File: config.mk
export PLATFORM = sky130hd
export DESIGN_NAME = music_sequencer
export DESIGN_NICKNAME = d
export VERILOG_FILES = /design/src/rtl/music_sequencer.sv
export SDC_FILE = /design/constraint.sdc
export NUM_CORES = 1
export LEC_CHECK = 0
export BUFFER_PORTS_ARGS = -buffer_cell sky130_fd_sc_hd__clkbuf_2
export CAP_MARGIN = 20
export CORE_ASPECT_RATIO = 0.6
export CORE_MARGIN = 2
export CORE_UTILIZATION = 54
export DETAILED_ROUTE_END_ITERATION = 6
export PLACE_DENSITY = 0.78
export SLEW_MARGIN = 40
export SYNTH_ARGS = -nofsm -noshare
export SYNTH_HDL_FRONTEND = slang
export SYNTH_SLANG_ARGS = --single-unit
File: constraint.sdc
create_clock -name clk -period 1.7 [get_ports clk]
set_input_delay 0.51 -clock clk [delete_from_list [all_inputs] [get_ports clk]]
set_output_delay 0.51 -clock clk [all_outputs]
set_load 0.05 [all_outputs]
File: src/rtl/music_sequencer.sv
// Song ROM walker: fetches one note per tempo tick and drives the decoder index.
// Optional build macro SEQ_LOOP_EN: the song repeats instead of stopping with a DONE pulse.
module music_sequencer #(
  parameter int ADDR_W   = 8,
  parameter int SONG_LEN = 139
) (
  input  logic              clk,
  input  logic              rst_n,
  input  logic              tick,
  input  logic              play,
  input  logic              pause,
  input  logic              stop,
  input  logic [3:0]        rom_data,
  output logic [ADDR_W-1:0] rom_addr,
  output logic [3:0]        inx,
  output logic              playing,
  output logic              done
);

  localparam logic [2:0] S_IDLE   = 3'd0;
  localparam logic [2:0] S_FETCH  = 3'd1;
  localparam logic [2:0] S_LOAD   = 3'd2;
  localparam logic [2:0] S_HOLD   = 3'd3;
  localparam logic [2:0] S_PAUSED = 3'd4;

  localparam logic [ADDR_W-1:0] LAST_ADDR = ADDR_W'(SONG_LEN - 1);

  logic [2:0] state;
  logic       tick_pend;
  logic       pause_pend;
  logic [3:0] saved_note;

  assign playing = (state == S_FETCH) || (state == S_LOAD) || (state == S_HOLD);

  always_ff @(posedge clk or negedge rst_n) begin
    if (!rst_n) begin
      state      <= S_IDLE;
      rom_addr   <= '0;
      inx        <= 4'd0;
      done       <= 1'b0;
      tick_pend  <= 1'b0;
      pause_pend <= 1'b0;
      saved_note <= 4'd0;
    end else begin
      done <= 1'b0;
      if (stop) begin
        state      <= S_IDLE;
        rom_addr   <= '0;
        inx        <= 4'd0;
        tick_pend  <= 1'b0;
        pause_pend <= 1'b0;
      end else begin
        case (state)
          S_IDLE: begin
            inx <= 4'd0;
            if (play && !pause) state <= S_FETCH;
          end
          S_FETCH: begin
            if (tick)  tick_pend  <= 1'b1;
            if (pause) pause_pend <= 1'b1;
            state <= S_LOAD;
          end
          S_LOAD: begin
            if (tick)  tick_pend  <= 1'b1;
            if (pause) pause_pend <= 1'b1;
            saved_note <= rom_data;
            inx        <= rom_data;
            state      <= S_HOLD;
          end
          S_HOLD: begin
            // A pause requested during the fetch wins over a tick caught there; the tick is kept.
            if (pause || pause_pend) begin
              pause_pend <= 1'b0;
              inx        <= 4'd0;
              state      <= S_PAUSED;
            end else if (tick || tick_pend) begin
              tick_pend <= 1'b0;
              if (rom_addr == LAST_ADDR) begin
                rom_addr <= '0;
`ifdef SEQ_LOOP_EN
                state    <= S_FETCH;
`else
                inx      <= 4'd0;
                done     <= 1'b1;
                state    <= S_IDLE;
`endif
              end else begin
                rom_addr <= rom_addr + 1'b1;
                state    <= S_FETCH;
              end
            end
          end
          S_PAUSED: begin
            if (play && !pause) begin
              inx   <= saved_note;
              state <= S_HOLD;
            end
          end
          default: state <= S_IDLE;
        endcase
      end
    end
  end

endmodule

# Word level (Yosys, flattened, before mapping)
# Index checks and enable logic that the tools add are counted.
# word_totals
regBits	22
input_bits	10
out_inout_bits	14
# classes
n_addsub	1
n_eq_ne	15
mux	32
n_bitwise	1
reduce_logical	18
# op_table
op	count
$mux 8	5
$mux 4	5
$pmux 4 s4	1
$mux 3	5
$pmux 3 s5	1
$mux 1	13
$ne 3x3->1 const B	3
$reduce_and 3->1	3
$add 8x1->8 const B	1
$eq 8x8->1 const B	1
$ne 4x2->1 const B	2
$reduce_and 4->1	2
$eq 3x2->1 const B	2
$ne 3x1->1 const B	2
$ne 3x2->1 const B	2
$reduce_bool 5->1	1
$logic_or 1x1->1	4
$pmux 1 s2	2
$reduce_bool 2->1	2
$eq 3x1->1 const B	1
$eq 3x3->1 const B	1
$logic_not 3->1	1
$reduce_bool 3->1	1
$ne 2x2->1 const B	1
other kinds (5)	5

# Logic depth before layout (Yosys ltp)
# Gate-level depths: netlist (run 1).
# depth
depth_word	6
depth_mapped	7
ltp_nobuf	6

# Least setup slack after synthesis (run 1)
# Ideal clock, no wire load.
# synth_path
path_kind	flip-flop to flip-flop
start	register rom_addr[0]
end	register rom_addr[7]
t_arrival_ns	1.763
path_slack_ns	-0.145
path_stages_with_launch	8
path_buffers	1
cell_sequence	dfrtp_1 > inv_1 > ha_1 > and3b_1 > a21oi_1 > buf_2 > a41oi_1 > a31oi_1
# synth_via
elab_chain_cells	6
word_cells_on_any_way	7
cone_classes	add/sub: 1; eq/ne: 1; mux: 5
# synth_rtl
item	line	text
start: declaration	14	output logic [ADDR_W-1:0] rom_addr,
start signal: assignment	88	rom_addr <= rom_addr + 1'b1;
$add 8x1->8 / $eq 8x8->1 (equally long branches)	88, 78	
$mux 8 *	78	if (rom_addr == LAST_ADDR) begin
$mux 8 *	76	end else if (tick || tick_pend) begin
$mux 8 *	72	if (pause || pause_pend) begin
$mux 8 *	53	case (state)
$mux 8 *	46	if (stop) begin
# Mark *: on every way between the ends. The rest lies on a longest branch, timed or not. The select of a mux whose other input is x is not followed.
# A chain may end at the register's enable or synchronous reset.

# Worst setup path after layout (run 1)
# layout_path
start	register state[0]
end	output port playing
# layout_via
elab_chain_cells	3
word_cells_on_any_way	5
cone_classes	eq/ne: 3; reduce/logical: 2
# layout_rtl
item	line	text
start: declaration	28	logic [2:0] state;
start signal: assignment	37	state <= S_IDLE;
start signal: assignment	47	state <= S_IDLE;
start signal: assignment	56	if (play && !pause) state <= S_FETCH;
$eq 3x1->1 / $eq 3x2->1 (equally long branches)	33	assign playing = (state == S_FETCH) || (state == S_LOAD) || (state == S_HOLD);
$logic_or 1x1->1	33	
$logic_or 1x1->1 *	33	
end: declaration	16	output logic playing,
# Mark *: on every way between the ends. The rest lies on a longest branch, timed or not.

==> key figures, run 1 <==
Synthesis
  – Async SR Flop Fraction: 1.00
  – Syn Inst Count: 121
  – Synth area leaders: dfrtp_1, mux2_4, mux2_2
  – Post-synth top flop: dfrtp_1
  – Area leader, netlist: dfrtp_1
  – Sequential area share after synthesis: 0.446
  – Netlist Area Pre-Place: 1230 um^2
  – Post-synth EDFFs: 0
  – Post-synth top area share: 0.446
  – Avg Inst Size Synth: 10.2 um^2
  – Number of synthesized register bits: 22
  – Synth cell types: 40
  – Yosys warning total: 0
  – Synth Net Count: 133

Clock tree
  – CTS tree: yes
  – Clock Latency Late Sink: 0.27 ns
  – Root Driver: clkbuf_8
  – CTS H-tree lvls: 1
  – Total CTS buffers: 3
  – Worst-path clk slew: 0.08 ns
  – Sink Count: 22
  – Clk buf depth: 2

Finish
  – Layout cells sized above 1: 0.456
  – Nets: 171
  – Diode count: 0
  – Fill cell count: 155
  – Most frequent cells in the layout: clkbuf_2, buf_4, dfrtp_1
  – Final Util: 0.741
  – Area growth from synthesis to layout: 29.9%
  – Commonest non-fill, non-tap cell in the layout: clkbuf_2
  – Final instance area: 1600 um^2

STA
  – Setup_tns: 0 ns
  – Max Slew Vio Count: 0
  – Post-layout minimum cycle time: 1.67 ns
  – Peak Freq: 0.600 GHz
  – Hold Slack: 0.213 ns
  – Max-slew headroom: 0.633
  – Count of final hold-check violations: 0
  – Setup Skew: 0.00502 ns
  – PnR worst setup slack: 0.0345 ns
  – # setup viols final: 0
  – Slew @ Worst Pin: 0.551 ns
  – Final Cycle Share: 0.980

Worst setup path
  – CP top delay family: flip-flops
  – Worst path cell trace: nor2_4 > nor2_4 > buf_12
  – Data arrival, critical path: 1.16 ns
  – Most frequent CP cell: nor2_4
  – CP max-delay cell: dfrtp_2
  – Crit path buffers/inverters: 1
  – Crit start category: flip-flop
  – Crit-path max FO: 6
  – CP peak stage delay: 0.47 ns
  – CP endpoint kind: output pin
  – Crit Path Category: reg2out
  – CP Data Required Time: 1.19 ns

Global route
  – Wire length of the first global-routing pass: 4.66 mm
  – Initial antenna violation count: 0
  – Total Routing Usage GR: 0.248
  – Largest net degree at the start of global routing: 23
  – Vias in the first global route: 957
  – GRT overflow: 0

Routing
  – Final WL: 3.06 mm
  – Number of DRC markers in iteration 0: 100
  – # DRC: 0
  – Wirelength per Cell: 16.3 um
  – Post-DRT Antenna Nets: 0
  – Router iterations before antenna repair: 4
  – Vias: 1,096
  – Vias/cell: 5.83

Place
  – GPL Wtd Cong: 0.944
  – Pre-CTS setup slack: -0.137 ns
  – Placed cell area: 1470 um^2
  – I/O Buffers: 23
  – HPWL Detailed: 2.19 mm

Floorplanning
  – Initial Utilization: 0.571
  – Placeable Area: 2160 um^2
  – Die height: 41.0 um
  – # rows: 13
  – Die Wd: 65.7 um
  – DIE AREA: 2700 um^2
  – IO Pins: 24

Outcome
  – Status: finished clean

Power
  – Pleak: 0.738 nW
  – PwrDens: 1190 nW/um^2
  – Maximum vdd drop: 0.835 mV

Min path
  – Hold Path Class: in2async

Job
  – MaxCap Viol Count: 0
[what timing repair did]
item	in CTS	in global routing
pin swaps	1	1
gates resized for setup	5	5
setup endpoints to repair	1	17
setup buffers	2	3
hold buffers	0	0
[worst paths after layout]
kind,from,to,slack [ns],cells past startpoint
max in group asynchronous,rst_n,rom_addr[0],1.09,1
min in group clk,rom_data[3],saved_note[3],0.50,2
setup reg to reg,rom_addr[0],inx[0],0.05,6
hold reg to reg,saved_note[3],saved_note[3],0.51,1
hold / removal,rst_n,state[1],0.21,1
setup / recovery,state[0],playing,0.03,3
[state kept, by name, summed over array words and instances (netlist names)]
signal      flops
saved_note      4
inx             4
pause_pend      1
done            1
tick_pend       1
rom_addr        8
state           3
[Yosys cell counts (all sizes together), types with 2 or more instances]
cell type,number
inv,3
and3,3
a31oi,7
a41oi,2
dfrtp,22
nor3b,2
nand2,8
a21oi,6
ha,2
or2,2
a22oi,4
mux2,8
nand3,4
nand2b,4
buf,5
nor3,5
clkbuf,2
nor2,8
nor2b,3
o21ai,8
[per-layer routing]
metal  part of all wire  GRT usage  wire length [um]
met3              0.085     0.0632               259
met1               0.46      0.359              1410
met5                  0          0                 0
met2               0.44      0.374              1350
met4              0.011     0.0625                34
[stage by stage]
step	total power, mW	std cells
detailed placement	1.33	179
floorplan	1.12	121
finish	1.91	188
global route	2.00	188
CTS	1.86	185
global placement	1.30	179
[worst register-to-register path, cell delays in order (launching register included)]
cell and delay, ns:
dfrtp_2 0.44, inv_1 0.07, ha_1 0.15, and3b_2 0.22, nand3_2 0.09, a21o_4 0.26
mux2_4 0.30
[cell families after synthesis]
logic type      synth area share
compound gates             0.178
fa+ha+maj                 0.0203
buf+inv                   0.0375
flops                      0.446
mux                       0.0932
simple gates               0.225
[power breakdown]
part           leakage (nW)  internal (mW)  switching (mW)
registers             0.283          0.622          0.0888
logic                 0.420          0.314           0.390
clock network        0.0357          0.315           0.175
total                 0.738           1.25           0.654
[cell type report]
type / count / area, um^2 / share of cell area
Tap cell: 30 / 37.5 / 0.0234
Clock inverter: 1 / 30.0 / 0.0187
Clock buffer: 3 / 41.3 / 0.0257
Inverter: 3 / 11.3 / 0.00702
Sequential cell: 22 / 561 / 0.349
Timing Repair Buffer: 40 / 258 / 0.161
Multi-Input combinational cell: 89 / 666 / 0.415
No activity file was read; power rests on OpenSTA's default activity.
==> run 2: changes to the inputs <==
==> config.mk (replaced) <==
export PLATFORM = sky130hd
export DESIGN_NAME = music_sequencer
export DESIGN_NICKNAME = d
export VERILOG_FILES = /design/src/rtl/music_sequencer.sv
export SDC_FILE = /design/constraint.sdc
export NUM_CORES = 1
export LEC_CHECK = 0
export CORE_ASPECT_RATIO = 0.6
export CORE_MARGIN = 2
export CORE_UTILIZATION = 55
export DETAILED_ROUTE_END_ITERATION = 6
export DONT_BUFFER_PORTS = 1
export PLACE_DENSITY = 0.7
export SLEW_MARGIN = 40
export SYNTH_ARGS = -nofsm -noshare
export SYNTH_HDL_FRONTEND = slang
export SYNTH_SLANG_ARGS = --single-unit
==> constraint.sdc (replaced) <==
create_clock -name clk -period 1.7 [get_ports clk]
set_input_delay 0.085 -clock clk [delete_from_list [all_inputs] [get_ports clk]]
set_output_delay 0.085 -clock clk [all_outputs]
set_load 0.05 [all_outputs]
==> run 2 against run 1 <==
Hold slack got worse by 0.20 ns. Register-to-register slack gained 0.02 ns. Total power shrank 13%. Via count decreased by 6.2%. Combinational power is 21% lower. Clock-buffer cell count is 1 higher. Global-route usage fell by 1.6 points. Die area decreased by 1.7%. Flip-flop and latch count stayed put. Core utilization is 5.4 points lower. Largest power group unchanged. Highest routed layer unchanged.
==> key figures, run 2 (same netlist as run 1, synthesis figures left out) <==
Clock tree
  – Clk buf depth: 2 (unchanged)
  – Root Driver: clkbuf_8
  – Total CTS buffers: 3 (unchanged)
  – Worst-path clk slew: 0.08 ns (about the same)
  – Sink Count: 22 (unchanged)
  – CTS tree: yes
  – CTS H-tree lvls: 1 (unchanged)
  – Clock Latency Late Sink: 0.26 ns (about the same)
  – Setup Fix Bufs, Post-CTS: 0 (-2)

Floorplanning
  – IO Pins: 24 (unchanged)
  – # rows: 13 (unchanged)
  – Die Wd: 65.2 um (-0.85%)
  – Die height: 40.7 um (-0.82%)
  – Placeable Area: 2150 um^2 (-0.75%)
  – Initial Utilization: 0.575 (+0.00432)
  – DIE AREA: 2650 um^2 (-1.7%)

Routing
  – Vias: 1,028 (-6.2%)
  – Post-DRT Antenna Nets: 0 (unchanged)
  – Final WL: 2.94 mm (-4.0%)
  – Met3 Routed Length: 206 um (-20%)
  – Wirelength per Cell: 17.4 um (+6.8%)
  – Max Used Layer: met4
  – # DRC: 0 (unchanged)
  – Router iterations before antenna repair: 4 (unchanged)
  – Vias/cell: 6.08 (+4.3%)
  – Number of DRC markers in iteration 0: 42 (-58%)
  – Routed wl met2: 1.34 mm (-0.96%)
  – WL met1: 1.35 mm (-4.7%)

STA
  – Count of final hold-check violations: 0 (unchanged)
  – Final Cycle Share: 0.960 (-0.0194)
  – Max-slew headroom: 0.664 (+0.0316)
  – Peak Freq: 0.613 GHz (+2.0%)
  – Slew @ Worst Pin: 0.504 ns (-0.0474 ns)
  – Hold Slack: 0.0124 ns (-0.201 ns)
  – Setup Skew: 0.00753 ns (+0.00251 ns)
  – # setup viols final: 0 (unchanged)
  – Setup_tns: 0 ns (unchanged)
  – Max Slew Vio Count: 0 (unchanged)
  – RSZ-0062 raised after global routing: no
  – Post-layout minimum cycle time: 1.63 ns (-0.0331 ns)

Worst setup path
  – CP max-delay cell: dfrtp_1
  – Crit start category: flip-flop
  – CP peak stage delay: 0.40 ns (-0.07 ns)
  – Crit Path Category: reg2reg
  – Worst path cell trace: or2_2 > nor4_2 > a21o_4 > mux2_4
  – CP endpoint kind: flip-flop
  – R2r setup slk: 0.07 ns (+0.02 ns)
  – R2R cell count: 4 (-2)
  – CP Data Required Time: 1.85 ns (+0.66 ns)
  – Crit-path max FO: 4 (-2)
  – Data arrival, critical path: 1.78 ns (+0.62 ns)

Power
  – Maximum vdd drop: 0.999 mV (+20%)
  – Pleak: 0.641 nW (-13%)
  – PwrDens: 1130 nW/um^2 (-5.2%)

Global route
  – Largest net degree at the start of global routing: 23 (unchanged)
  – Initial antenna violation count: 0 (unchanged)
  – GRT overflow: 0 (unchanged)
  – Vias in the first global route: 945 (-1.3%)
  – Wire length of the first global-routing pass: 4.42 mm (-5.2%)
  – Total Routing Usage GR: 0.232 (-0.0157)

Job
  – MaxCap Viol Count: 0 (unchanged)

Finish
  – Commonest non-fill, non-tap cell in the layout: dfrtp_1
  – Most frequent cells in the layout: dfrtp_1, buf_4, nand2_1, o21ai_0
  – Biggest register: rom_addr
  – Layout cells sized above 1: 0.309 (-0.146)
  – Area growth from synthesis to layout: 19.5%
  – Nets: 152 (-11%)
  – Diode count: 0 (unchanged)
  – Regs by FF count: rom_addr (8), inx (4), saved_note (4)
  – Max reg flops: 8 (unchanged)

Place
  – I/O Buffers: 0 (-100%)
  – GPL Wtd Cong: 0.798 (-16%)
  – HPWL Detailed: 2.15 mm (-1.7%)

Min path
  – Hold Path Class: in2reg
  – Hold path depth: 2

Outcome
  – Status: finished clean
run 2: cell types whose count changed in the layout (fill, tap and decap cells not counted), sizes merged:
cell,delta
dlygate4sd3,+6
buf,-3
bufinv,-1
clkbuf,-21
run 2: through the flow:
stage	area [um^2]	utilization	worst slack, ns	cells	power [mW]
after floorplan	1240	-	0.00500	121	1.12
after detailed placement	1350	0.629	0.0740	158	1.27
final	1480	0.687	0.0676	169	1.66
after global placement	1350	0.629	0.102	158	1.25
after global routing	1480	0.687	0.00253	169	1.74
after CTS	1470	0.683	0.0401	168	1.66
run 2: worst paths after layout:
check	endpoint	from
hold / removal	pause_pend	pause
hold reg to reg	saved_note[3]	saved_note[3]
setup / recovery	inx[2]	pause_pend
max in group asynchronous	rom_addr[0]	rst_n
min in group asynchronous	inx[1]	rst_n
setup reg to reg	inx[2]	pause_pend
run 2: cell type report:
cell class	count	area, um^2
Clock buffer	4	55.1
Multi-Input combinational cell	89	644
Tap cell	30	37.5
Fill cell	169	672
Inverter	3	11.3
Timing Repair Buffer	21	170
Sequential cell	22	557
run 2: critical path: cells and delay by family (launching register included):
family             cells  cell delay [ns]
and+or+nand+nor        2             0.59
DFF                    1             0.40
muxes                  1             0.30
AOI/OAI and AO/OA      1             0.22
run 2: report_power, final:
part / total (mW) / switching (mW) / internal [mW]
sequential: 0.730 / 0.112 / 0.618
combinational: 0.560 / 0.318 / 0.242
clock: 0.371 / 0.165 / 0.206
total: 1.66 / 0.594 / 1.07
run 2: layer usage:
layer,vias up,track usage
met3,6,0.0742
li1,482,-
met2,37,0.378
met5,-,0
met1,503,0.307
met4,0,0.0677
run 2: what timing repair did:
item	4_1_cts	5_1_grt
endpoints found under the setup margin	0	14
resized for setup	0	2
hold endpoints to repair	31	22
hold buffers	6	1
==> run 3: changes to the inputs <==
--- a/config.mk
+++ b/config.mk
@@ -5,12 +5,16 @@
 export SDC_FILE = /design/constraint.sdc
 export NUM_CORES = 1
 export LEC_CHECK = 0
+export CELL_PAD_IN_SITES_DETAIL_PLACEMENT = 0
+export CELL_PAD_IN_SITES_GLOBAL_PLACEMENT = 2
 export CORE_ASPECT_RATIO = 0.6
 export CORE_MARGIN = 2
-export CORE_UTILIZATION = 55
+export CORE_UTILIZATION = 38
+export CTS_CLUSTER_SIZE = 24
 export DETAILED_ROUTE_END_ITERATION = 6
 export DONT_BUFFER_PORTS = 1
-export PLACE_DENSITY = 0.7
+export MAX_ROUTING_LAYER = met4
+export PLACE_DENSITY_LB_ADDON = 0.1
 export SLEW_MARGIN = 40
 export SYNTH_ARGS = -nofsm -noshare
 export SYNTH_HDL_FRONTEND = slang
==> run 3 against run 2 <==
Flip-flop and latch count unchanged. Die area rose by 41%. Total power grew 9.1%. Clock power up 34%. Wire length rose by 3.1%. Sequential share of layout area shrank 1.7 points. Sequential power fell by 0.7%. Via count is 0.19% higher. Critical path depth up 2. Clock-buffer cell count fell by 1. Critical path type unchanged.
==> key figures, run 3 (same netlist as run 1, synthesis figures left out) <==
Routing
  – Max Used Layer: met4
  – Final WL: 3.03 mm (+3.1%)
  – Wirelength per Cell: 16.3 um (-6.3%)
  – # DRC: 0 (unchanged)
  – Met3 Routed Length: 269 um (+31%)
  – Number of DRC markers in iteration 0: 42 (unchanged)
  – Router iterations before antenna repair: 4 (unchanged)
  – Vias/cell: 5.54 (-9.0%)
  – Post-DRT Antenna Nets: 0 (unchanged)
  – WL met1: 1.51 mm (+12%)
  – Routed wl met2: 1.20 mm (-10%)
  – Vias: 1,030 (+0.19%)

Min path
  – Worst hold endpoint: pause_pend
  – Hold path depth: 2 (unchanged)
  – Worst Hold Launch: pause
  – Hold Path Class: in2reg

Worst setup path
  – Crit start category: flip-flop
  – Data arrival, critical path: 1.75 ns (-0.03 ns)
  – R2R cell count: 6 (+2)
  – Crit-path max FO: 4 (unchanged)
  – Worst reg2reg startpoint: rom_addr[0]
  – Crit Path Category: reg2reg
  – Worst reg2reg path endpoint: inx[3]
  – R2r setup slk: 0.11 ns (+0.04 ns)
  – CP Data Required Time: 1.86 ns (about the same)
  – CP endpoint kind: flip-flop

Clock tree
  – Clock Latency Late Sink: 0.27 ns (about the same)
  – CTS tree: yes
  – Total CTS buffers: 3 (unchanged)
  – CTS H-tree lvls: 1 (unchanged)
  – Clk buf depth: 2 (unchanged)
  – Sink Count: 22 (unchanged)
  – Worst-path clk slew: 0.09 ns (about the same)
  – Root Driver: clkbuf_8
  – Setup Fix Bufs, Post-CTS: 0 (unchanged)

STA
  – Max Slew Vio Count: 0 (unchanged)
  – Setup_tns: 0 ns (unchanged)
  – Slew @ Worst Pin: 0.516 ns (+0.0119 ns)
  – Count of final hold-check violations: 0 (unchanged)
  – Setup Skew: 0.00536 ns (-0.00217 ns)
  – Peak Freq: 0.629 GHz (+2.7%)
  – Max-slew headroom: 0.656 (-0.00796)
  – Final Cycle Share: 0.935 (-0.0255)
  – RSZ-0062 raised after global routing: no
  – Post-layout minimum cycle time: 1.59 ns (-0.0433 ns)
  – # setup viols final: 0 (unchanged)
  – Hold Slack: 0.00898 ns (-0.00338 ns)

Power
  – Pleak: 0.674 nW (+5.1%)
  – Total power: 1.81 mW (+9.1%)
  – PwrDens: 1170 nW/um^2 (+3.9%)
  – Maximum vdd drop: 0.632 mV (-37%)

Finish
  – Area growth from synthesis to layout: 25.4%
  – Max reg flops: 8 (unchanged)
  – Diode count: 0 (unchanged)
  – Biggest register: rom_addr
  – Final Util: 0.519 (-0.168)
  – Regs by FF count: rom_addr (8), inx (4), saved_note (4)
  – Layout cells sized above 1: 0.333 (+0.0240)
  – Nets: 157 (+3.3%)
  – Commonest non-fill, non-tap cell in the layout: buf_4
  – Most frequent cells in the layout: buf_4, dfrtp_1, nand2_1, o21ai_0

Floorplanning
  – Initial Utilization: 0.414 (-0.161)
  – # rows: 15 (+2)
  – Placeable Area: 2980 um^2 (+39%)
  – Die Wd: 77.6 um (+19%)
  – DIE AREA: 3740 um^2 (+41%)
  – Die height: 48.2 um (+18%)
  – IO Pins: 24 (unchanged)

Global route
  – GRT overflow: 0 (unchanged)
  – Largest net degree at the start of global routing: 23 (unchanged)
  – Initial antenna violation count: 0 (unchanged)
  – Wire length of the first global-routing pass: 4.82 mm (+9.1%)
  – Vias in the first global route: 943 (-0.21%)
  – Total Routing Usage GR: 0.183 (-0.0491)

Job
  – MaxCap Viol Count: 0 (unchanged)

Place
  – I/O Buffers: 0 (unchanged)
  – HPWL Detailed: 2.19 mm (+1.6%)
  – GPL Wtd Cong: 0.838 (+5.0%)

Outcome
  – Status: finished clean
-- run 3: through the flow --
stage / setup WS, ns / cells / instance area (um^2)
after floorplan: 0.00500 / 121 / 1240
after global placement: 0.127 / 175 / 1400
after detailed placement: 0.102 / 175 / 1400
after CTS: 0.0846 / 185 / 1540
after global routing: 0.0311 / 186 / 1550
final: 0.111 / 186 / 1550
-- run 3: where the power goes --
group	leakage (nW)	internal [mW]	switching, mW
registers	0.286	0.620	0.105
logic	0.352	0.263	0.327
clock network	0.0357	0.315	0.183
total	0.674	1.20	0.615
-- run 3: worst max path at each step --
| stage | endpoint | depth (start not counted) | from |
|---|---|---|---|
| 6_report | inx[3] | 6 | rom_addr[0] |
| 5_1_grt | saved_note[0] | 4 | state[2] |
| 4_1_cts | saved_note[0] | 4 | state[1] |
| 3_5_place_dp | saved_note[1] | 4 | state[1] |
| 3_3_place_gp | saved_note[0] | 4 | state[1] |
| 2_1_floorplan | inx[0] | 4 | rom_addr[3] |
-- run 3: what timing repair did --
action                                  4_1_cts  5_1_grt
endpoints found under the setup margin        0        5
hold endpoints to repair                     31       22
hold buffers                                  6        1
resized for setup                             0        2
-- run 3: per-layer routing --
| layer | global-route usage | vias to the layer above |
|---|---|---|
| met2 | 0.234 | 42 |
| met1 | 0.262 | 490 |
| met5 | - | - |
| li1 | - | 492 |
| met4 | 0.0714 | 0 |
| met3 | 0.0611 | 6 |
-- run 3: area by class of cell --
type,instances,area (um^2)
repair buffers,26,208
clock inverters,1,30.0
fillers,280,1440
inverters,3,11.3
clock buffers,3,41.3
well taps,42,52.6
multi-input cells,89,648
flip-flops and latches,22,558
-- run 3: critical path, stage by stage, from the launching register on --
cell and delay (ns):
dfrtp_2 0.41, inv_1 0.05, ha_1 0.13, and3b_1 0.24, nand3_2 0.10, a21o_4 0.26, mux2_4 0.30
